`config.mk`:
```
export PLATFORM = sky130hd
export DESIGN_NAME = partial_sum_accumulator_flat
export DESIGN_NICKNAME = d
export VERILOG_FILES = /design/src/rtl/partial_sum_accumulator_if.sv /design/src/rtl/partial_sum_accumulator.sv /design/src/flat_wrapper.sv
export SDC_FILE = /design/constraint.sdc
export NUM_CORES = 1
export LEC_CHECK = 0
export ABC_AREA = 1
export CAP_MARGIN = 10
export CORE_ASPECT_RATIO = 1.2
export CORE_UTILIZATION = 25
export CTS_CLUSTER_DIAMETER = 80
export CTS_CLUSTER_SIZE = 24
export DETAILED_ROUTE_END_ITERATION = 10
export MAX_ROUTING_LAYER = met4
export PLACE_DENSITY = 0.45
export SLEW_MARGIN = 20
export SYNTH_ARGS = -nofsm -noshare
export SYNTH_HDL_FRONTEND = slang
export SYNTH_SLANG_ARGS = --single-unit
```
`constraint.sdc`:
```
create_clock -name clk -period 4.4 [get_ports clk]
set_input_delay 0.88 -clock clk [delete_from_list [all_inputs] [get_ports clk]]
set_output_delay 0.88 -clock clk [all_outputs]
set_load 0.01 [all_outputs]
```
`src/rtl/partial_sum_accumulator_if.sv`:
```
// Valid/ready bundle between the 4-input adder stage, the partial-sum
// accumulator and the downstream result consumer.
interface partial_sum_accumulator_if #(
  parameter int unsigned DATA_W = 16
);
  logic              in_valid;
  logic              in_ready;
  logic [DATA_W-1:0] in_sum;
  logic              out_valid;
  logic              out_ready;
  logic [DATA_W-1:0] out_sum;
  logic              out_ovf;
  logic              busy;

  // master: adder stage plus result consumer; slave: the accumulator
  modport master (
    output in_valid, in_sum, out_ready,
    input  in_ready, out_valid, out_sum, out_ovf, busy
  );
  modport slave (
    input  in_valid, in_sum, out_ready,
    output in_ready, out_valid, out_sum, out_ovf, busy
  );
endinterface

```
`src/rtl/partial_sum_accumulator.sv`:
```
// Accumulates NUM_CHUNKS unsigned partial sums into one neuron pre-activation.
// Optional macro PSUM_ACC_SATURATE_EN clamps out_sum on overflow instead of wrapping.
module partial_sum_accumulator #(
  parameter int unsigned DATA_W     = 16,
  parameter int unsigned ACC_W      = 24,
  parameter int unsigned NUM_CHUNKS = 4
) (
  input  logic                      clk,
  input  logic                      rst_n,
  partial_sum_accumulator_if.slave  bus
);

  localparam int unsigned      CNT_W    = (NUM_CHUNKS > 1) ? $clog2(NUM_CHUNKS) : 1;
  localparam logic [CNT_W-1:0] LAST_CNT = CNT_W'(NUM_CHUNKS - 1);
  localparam logic [ACC_W-1:0] DATA_MAX = ACC_W'({DATA_W{1'b1}});

  if ((NUM_CHUNKS < 1) || (NUM_CHUNKS > 256)) begin : g_chunks_chk
    $error("partial_sum_accumulator: NUM_CHUNKS must be in 1..256");
  end
  if (ACC_W < DATA_W + $clog2(NUM_CHUNKS)) begin : g_acc_w_chk
    $error("partial_sum_accumulator: ACC_W too narrow for DATA_W and NUM_CHUNKS");
  end

  typedef enum logic {
    ST_ACCUM = 1'b0,
    ST_HOLD  = 1'b1
  } state_t;

  state_t            r_state;
  logic [ACC_W-1:0]  r_acc;
  logic [CNT_W-1:0]  r_cnt;
  logic              r_in_ready;
  logic              r_out_valid;
  logic [DATA_W-1:0] r_out_sum;
  logic              r_out_ovf;
  logic              r_busy;

  logic              w_accept;
  logic              w_last;
  logic [ACC_W-1:0]  w_acc_final;
  logic              w_ovf;
  logic [DATA_W-1:0] w_sum_final;

  // in_sum only reaches state through w_accept, so X on an idle bus is harmless
  assign w_accept    = bus.in_valid & r_in_ready & (r_state == ST_ACCUM);
  assign w_last      = (r_cnt == LAST_CNT);
  assign w_acc_final = r_acc + ACC_W'(bus.in_sum);
  assign w_ovf       = (w_acc_final > DATA_MAX);

`ifdef PSUM_ACC_SATURATE_EN
  assign w_sum_final = w_ovf ? {DATA_W{1'b1}} : w_acc_final[DATA_W-1:0];
`else
  assign w_sum_final = w_acc_final[DATA_W-1:0];
`endif

  // Control FSM; every output is registered alongside the state
  always_ff @(posedge clk or negedge rst_n) begin
    if (!rst_n) begin
      r_state     <= ST_ACCUM;
      r_acc       <= '0;
      r_cnt       <= '0;
      r_in_ready  <= 1'b0;
      r_out_valid <= 1'b0;
      r_out_sum   <= '0;
      r_out_ovf   <= 1'b0;
      r_busy      <= 1'b0;
    end else begin
      case (r_state)
        ST_ACCUM: begin
          r_in_ready <= 1'b1;
          if (w_accept) begin
            r_acc  <= w_acc_final;
            r_busy <= 1'b1;
            if (w_last) begin
              r_cnt       <= '0;
              r_out_sum   <= w_sum_final;
              r_out_ovf   <= w_ovf;
              r_out_valid <= 1'b1;
              r_in_ready  <= 1'b0;
              r_state     <= ST_HOLD;
            end else begin
              r_cnt <= r_cnt + CNT_W'(1);
            end
          end
        end
        ST_HOLD: begin
          if (bus.out_ready) begin
            r_acc       <= '0;
            r_out_valid <= 1'b0;
            r_in_ready  <= 1'b1;
            r_busy      <= 1'b0;
            r_state     <= ST_ACCUM;
          end
        end
        default: r_state <= ST_ACCUM;
      endcase
    end
  end

  assign bus.in_ready  = r_in_ready;
  assign bus.out_valid = r_out_valid;
  assign bus.out_sum   = r_out_sum;
  assign bus.out_ovf   = r_out_ovf;
  assign bus.busy      = r_busy;

endmodule

```
`src/flat_wrapper.sv`:
```
// flat-port wrapper written by rule: the top's interface ports become plain ports
module partial_sum_accumulator_flat 
#(
  parameter int unsigned DATA_W     = 16,
  parameter int unsigned ACC_W      = 24,
  parameter int unsigned NUM_CHUNKS = 4
)
  (clk, rst_n, bus_in_valid, bus_in_sum, bus_out_ready, bus_in_ready, bus_out_valid, bus_out_sum, bus_out_ovf, bus_busy);
  partial_sum_accumulator_if #(.DATA_W(DATA_W)) bus_i ();
  input  logic clk;
  input  logic rst_n;
  input wire logic [$bits(bus_i.in_valid)-1:0] bus_in_valid;
  input wire logic [$bits(bus_i.in_sum)-1:0] bus_in_sum;
  input wire logic [$bits(bus_i.out_ready)-1:0] bus_out_ready;
  output wire logic [$bits(bus_i.in_ready)-1:0] bus_in_ready;
  output wire logic [$bits(bus_i.out_valid)-1:0] bus_out_valid;
  output wire logic [$bits(bus_i.out_sum)-1:0] bus_out_sum;
  output wire logic [$bits(bus_i.out_ovf)-1:0] bus_out_ovf;
  output wire logic [$bits(bus_i.busy)-1:0] bus_busy;
  assign bus_i.in_valid = bus_in_valid;
  assign bus_i.in_sum = bus_in_sum;
  assign bus_i.out_ready = bus_out_ready;
  assign bus_in_ready = bus_i.in_ready;
  assign bus_out_valid = bus_i.out_valid;
  assign bus_out_sum = bus_i.out_sum;
  assign bus_out_ovf = bus_i.out_ovf;
  assign bus_busy = bus_i.busy;
  partial_sum_accumulator #(.DATA_W(DATA_W), .ACC_W(ACC_W), .NUM_CHUNKS(NUM_CHUNKS)) u_core (.clk(clk), .rst_n(rst_n), .bus(bus_i));
endmodule
```
==> results of run 1 <==
registers in the layout, indices dropped and copies added (netlist names):
signal and flops:
u_core.bus.out_sum 16, u_core.r_state 1, u_core.bus.out_ovf 1, u_core.bus.in_ready 1, u_core.bus.out_valid 1, u_core.bus.busy 1, u_core.r_cnt 2, u_core.r_acc 24
per-stage QoR:
stage	setup slack [ns]	hold WS [ns]	cells
4_1_cts	1.53	0.489	643
5_1_grt	1.25	0.508	643
3_3_place_gp	1.31	0.466	635
6_report	1.55	0.484	643
2_1_floorplan	1.90	0.453	438
3_5_place_dp	1.22	0.472	635
kinds of logic (layout without fill, tap and decap cells):
family,Yosys count,in the layout,share of synthesized area
AND/OR/NAND/NOR,236,236,0.327
AO/OA/AOI/OAI,56,56,0.0976
adder cells (fa/ha/maj),18,18,0.0750
flip-flops,47,47,0.379
XOR/XNOR,14,14,0.0395
buffers and inverters,67,111,0.0815
layout make-up:
type,count,share of cell area
multi-input combinational,324,0.435
sequential,47,0.306
timing repair buffer,42,0.106
inverter,61,0.0596
tap,161,0.0524
clock buffer,8,0.0407
routing by layer:
layer	GRT usage	vias up	wire length [um]
met5	-	-	0
met4	0.0527	0	135
met3	0.0235	10	350
met2	0.249	54	4000
met1	0.175	1304	3810
li1	-	1460	-
critical path, cell delays in order:
cell and delay (ns):
clkdlybuf4s50_1 0.41, ha_1 0.26, fa_1 0.44, nand2_1 0.09, nand2_1 0.08, nand3_1 0.12
nand2_2 0.08, nand2_2 0.08, nand2_2 0.07, nand2_1 0.06, nand2_1 0.04, nand2_1 0.08
nand2_1 0.06, nor2_1 0.10, nand2_1 0.06, nand2_1 0.05, nand2_1 0.05
cell usage after synthesis (4+ instances only):
cell type | instances | area share
o22ai_1 | 7 | 0.014
ha_1 | 17 | 0.069
clkbuf_1 | 5 | 0.0060
a21oi_1 | 6 | 0.0097
nor2_2 | 5 | 0.010
dfrtp_1 | 47 | 0.38
inv_1 | 58 | 0.070
nand2_1 | 162 | 0.20
xor2_1 | 7 | 0.020
xnor2_1 | 7 | 0.020
nand2_2 | 11 | 0.022
nor2_1 | 28 | 0.034
o21ai_0 | 37 | 0.060
nand3_1 | 16 | 0.026
nand4_1 | 4 | 0.0081
final timing paths:
kind                                         from                      to  slack, ns  cells past startpoint
max                                 bus_in_sum[0]      u_core.bus.out_ovf       1.55                     17
min                        u_core.bus.out_sum[10]  u_core.bus.out_sum[10]       0.48                      2
max reg2reg                       u_core.r_acc[0]      u_core.bus.out_ovf       2.19                     16
min reg2reg                u_core.bus.out_sum[10]  u_core.bus.out_sum[10]       0.48                      2
max in group asynchronous                   rst_n        u_core.r_acc[16]       3.29                      2
min in group asynchronous                   rst_n   u_core.bus.out_sum[0]       0.69                      2
placed cells by master, fill, tap and decap left out, drive strengths merged:
| cell | n |
|---|---|
| a21oi | 8 |
| a31oi | 3 |
| and2 | 2 |
| buf | 4 |
| clkbuf | 8 |
| clkdlybuf4s50 | 38 |
| dfrtp | 47 |
| fa | 1 |
| ha | 17 |
| inv | 61 |
| nand2 | 173 |
| nand3 | 19 |
| nand4 | 4 |
| nor2 | 35 |
| nor3 | 2 |
| o21a | 1 |
| o21ai | 37 |
| o22ai | 7 |
| or2 | 1 |
| xnor2 | 7 |
| xor2 | 7 |
power groups by stage:
stage	clock network (mW)	registers (mW)	logic, mW
2_1_floorplan	0	0.787	1.02
3_3_place_gp	0	0.768	1.55
3_5_place_dp	0	0.774	1.56
4_1_cts	0.423	0.768	1.57
5_1_grt	0.440	0.797	1.77
6_report	0.407	0.766	1.55
==> flow_metrics.py, run 1 <==
metrics = {
    "outcome": {
        "status": "finished, final reports clean",
    },
    "clock_network": {
        "clockRootBuffer": "clkbuf_16",
        "cts.sinks": 47,
        "cts_setup_buffers": 0,
        "holdBufCountCts": 0,
        "cts-buffers-inserted": 5,
        "cts_max_path_buffers": 2,
        "cts_max_level": 2,
        "post_cts_resized": 0,
        "clock_latency_ns": 0.29,
        "cts_tree": "done",
        "path_clk_slew_ns": 0.06,
    },
    "worst_setup_path": {
        "crit_type": "input port to register",
        "cp_data_arrival_time_ns": 3.04,
        "cp.required_ns": 4.58,
        "cp-end-kind": "register",
        "critPathMaxFanout": 3,
        "start_kind": "input port",
    },
    "timing": {
        "period_share": 0.648,
        "fmax_ghz": 0.351,
        "tns_ns": 0,
        "tightestPinTransition_ns": 0.656,
        "slew_headroom": 0.562,
        "drv_slew": 0,
        "clock_skew_ns": 0.00437,
        "rsz0062_at_grt": "no",
        "hold_viol": 0,
        "setup_viol": 0,
        "period_needed_ns": 2.85,
    },
    "placed_design": {
        "post_dp_cell_area_sq_um": 3690,
        "port_buffers": 39,
        "hpwlAfterDp_mm": 6.37,
        "gp_congestion": 0.873,
    },
    "logic_synthesis": {
        "syn_nets": 476,
        "ys_ff_latch": 47,
        "ys.flop_type": "dfrtp_1",
        "synth_seq_area_share": 0.379,
        "synth-edff-count": 0,
        "yosysWarnings": 0,
        "syn-mean-instance-area_sq_um": 7.08,
        "netlist_area_sq_um": 3100,
        "synthCells": 438,
        "yosysUniqueCellTypes": 29,
        "ys_async_sr_fraction": 1.00,
    },
    "layout": {
        "register_area_sq_um": 1180,
        "nFillCells": 1346,
        "drive_above_1_share": 0.0851,
        "diodes": 0,
        "syn2layout_area_growth_pct": 23.9,
        "final_core_util": 0.317,
        "multi_input_area_sq_um": 1670,
        "fin_area_sq_um": 3840,
        "nets": 519,
    },
    "drt": {
        "totalWireLength_mm": 8.29,
        "drc": 0,
        "dr_total_vias": 2828,
        "dr.pass1.iters": 4,
        "antenna_left": 0,
        "routedWlPerCell_um": 12.9,
        "drt-initial-drc-count": 167,
        "viasPerCell": 4.40,
    },
    "global_route": {
        "grt-ovfl-total": 0,
        "antenna_found_initial": 0,
        "grt_max_degree": 48,
        "grt_use_total": 0.145,
        "grt_pass1_vias": 2867,
        "grt_pass1_wl_mm": 14.2,
    },
    "power_and_ir_drop": {
        "p_per_area_nw_per_um2": 707,
        "p_leak_nw": 1.91,
        "power_frac_seq": 0.282,
        "p_switching_mw": 1.24,
        "ir_drop_uv": 235,
        "clock_power_share": 0.150,
        "p_int_mw": 1.48,
        "total_power_mw": 2.72,
        "power_frac_comb": 0.569,
        "sw_frac_of_total": 0.455,
    },
    "floorplan": {
        "core_sq_um": 12100,
        "num_rows": 44,
        "initial_core_util": 0.256,
        "io_pins": 40,
        "die_area_sq_um": 12900,
        "die_h_um": 124,
        "die_w_um": 104,
    },
    "flow_run": {
        "maxCapViolCount": 0,
    },
    "min_path": {
        "hold_class": "register to register",
    },
}
Note: power is estimated with default switching activity, not from simulation.
==> run 2: changes to the inputs <==
==> constraint.sdc (replaced) <==
create_clock -name clk -period 2.7 [get_ports clk]
set_input_delay 0.54 -clock clk [delete_from_list [all_inputs] [get_ports clk]]
set_output_delay 0.54 -clock clk [all_outputs]
set_load 0.01 [all_outputs]
==> run 2 against run 1 <==
Against the previous run: critical path depth down 2; sequential power rose by 63%; register-to-register slack lost 1.6 ns; utilization rose by 1.1 points; worst setup slack worse by 1.2 ns; clock power up 100%; sequential share of layout area fell by 1.0 points; via count is 0.85% higher; first-iteration DRC count decreased by 26%; largest cell class unchanged; die area unchanged; count of clock-buffer cells in the layout fell by 3; sequential cell count unchanged.
==> flow_metrics.py, run 2 (synthesized netlist as in run 1, its figures left out) <==
metrics = {
    "timing": {
        "slew_headroom": 0.615,
        "rsz0062_at_grt": "no",
        "hold_viol": 0,
        "drv_slew": 0,
        "setup_viol": 0,
        "period_needed_ns": 2.37,
        "period_share": 0.876,
        "tightestPinTransition_ns": 0.576,
        "fmax_ghz": 0.423,
        "clock_skew_ns": 0.00512,
        "finalWorstSetupSlack_ns": 0.334,
        "hold_slack_ns": 0.230,
        "tns_ns": 0,
    },
    "power_and_ir_drop": {
        "p_per_area_nw_per_um2": 1180,
        "ir_drop_uv": 349,
        "p_leak_nw": 1.98,
        "total_power_mw": 4.69,
    },
    "global_route": {
        "grt_max_degree": 36,
        "grt-ovfl-total": 0,
        "grt_pass1_vias": 2913,
        "grt_use_total": 0.144,
        "grt_pass1_wl_mm": 14.1,
        "antenna_found_initial": 0,
    },
    "drt": {
        "drt-initial-drc-count": 123,
        "viasPerCell": 4.36,
        "totalWireLength_mm": 8.24,
        "antenna_left": 0,
        "dr_total_vias": 2852,
        "drc": 0,
        "routedWlPerCell_um": 12.6,
        "dr.pass1.iters": 5,
    },
    "clock_network": {
        "cts_setup_buffers": 0,
        "path_clk_slew_ns": 0.07,
        "clockRootBuffer": "clkbuf_16",
        "holdBufCountCts": 0,
        "cts_max_level": 2,
        "post_cts_resized": 0,
        "cts.sinks": 47,
        "cts_max_path_buffers": 2,
        "cts-buffers-inserted": 5,
        "cts_tree": "done",
        "clock_latency_ns": 0.29,
    },
    "worst_setup_path": {
        "critPathTopFamily": "simple AND/OR/NAND/NOR gates",
        "critPathMaxFanout": 4,
        "cp-end-kind": "register",
        "crit_slowest_cell": "clkdlybuf4s50_1",
        "start_kind": "input port",
        "crit_type": "input port to register",
        "max_stage_delay_ns": 0.42,
        "cp_common_cell": "nand2_1",
        "cp_cell_sequence": "clkdlybuf4s50_1, ha_1, nand2_1, nor2_1, nand2_1, nand2_1, nand2_1, nand3_1, nand2_1, nand2_1, nand2_1, nor2_1, nand2_1, nand2_1, nand2_1",
        "cp.required_ns": 2.89,
        "cp_data_arrival_time_ns": 2.56,
        "critPathBufInv": 1,
    },
    "layout": {
        "final_common_cell": "nand2_1",
        "diodes": 0,
        "largest_reg_flops": 24,
        "syn2layout_area_growth_pct": 28.1,
        "final_cell_mix": "nand2_1, inv_1, dfrtp_1, clkdlybuf4s50_1, o21ai_0",
        "drive_above_1_share": 0.108,
        "largest-register": "u_core.r_acc",
        "nets": 530,
    },
    "floorplan": {
        "die_area_sq_um": 12900,
        "die_w_um": 104,
        "initial_core_util": 0.256,
        "die_h_um": 124,
        "num_rows": 44,
        "core_sq_um": 12100,
        "io_pins": 40,
    },
    "flow_run": {
        "maxCapViolCount": 0,
    },
    "placed_design": {
        "place_ws_ns": -0.00810,
        "gp_congestion": 0.820,
        "hpwlAfterDp_mm": 6.59,
        "port_buffers": 39,
    },
    "min_path": {
        "hold_class": "input port to asynchronous set/reset pin",
    },
    "outcome": {
        "status": "finished, final reports clean",
    },
}
[run 2: cell count changes in the layout (fill, tap and decap cells not counted)]
cell	delta
buf_12	+1
clkinvlp_4	+1
clkbuf_8	-2
bufinv_16	+2
clkbuf_1	-1
buf_4	+10
[run 2: report_power, final]
group          switching (mW)  total (mW)  internal [mW]
sequential              0.211        1.25           1.04
clock                   0.281       0.812          0.531
combinational            1.55        2.63           1.08
total                    2.04        4.69           2.65
[run 2: worst paths after layout]
| kind | start | slack, ns | end | cells after the start |
|---|---|---|---|---|
| setup reg to reg | u_core.r_acc[6] | 0.62 | u_core.bus.out_ovf | 14 |
| hold / removal | rst_n | 0.23 | u_core.bus.out_sum[0] | 1 |
| hold reg to reg | u_core.bus.out_sum[12] | 0.49 | u_core.bus.out_sum[12] | 2 |
| setup / recovery | bus_in_sum[6] | 0.33 | u_core.bus.out_ovf | 15 |
| min in group clk | u_core.bus.out_sum[12] | 0.49 | u_core.bus.out_sum[12] | 2 |
| max in group asynchronous | rst_n | 1.94 | u_core.bus.out_sum[1] | 2 |
[run 2: final cells by class]
cell class	instances	area, sq um
fillers	1358	8140
multi-input cells	324	1670
flip-flops and latches	47	1180
repair buffers	53	503
inverters	61	229
well taps	161	201
clock buffers	5	125
clock inverters	3	67.6
[run 2: metal layers]
layer | vias to the layer above | track usage | share of wire
met2 | 45 | 0.250 | 0.48
met3 | 11 | 0.0220 | 0.028
li1 | 1485 | - | -
met4 | 0 | 0.0446 | 0.015
met5 | - | - | 0
met1 | 1311 | 0.174 | 0.47
[run 2: metrics by stage]
step | cell area, sq um | instances | util
after floorplan | 3100 | 438 | -
after global routing | 3980 | 654 | 0.328
after CTS | 3980 | 654 | 0.328
final | 3980 | 654 | 0.328
after detailed placement | 3780 | 646 | 0.312
after global placement | 3780 | 646 | 0.312
==> run 3: changes to the inputs <==
--- a/config.mk
+++ b/config.mk
@@ -14,6 +14,7 @@
 export DETAILED_ROUTE_END_ITERATION = 10
 export MAX_ROUTING_LAYER = met4
 export PLACE_DENSITY = 0.45
+export SKIP_LAST_GASP = 1
 export SLEW_MARGIN = 20
 export SYNTH_ARGS = -nofsm -noshare
 export SYNTH_HDL_FRONTEND = slang
==> results of run 3 <==
Same layout as run 2: the final DEF is identical, and so are final timing and power.
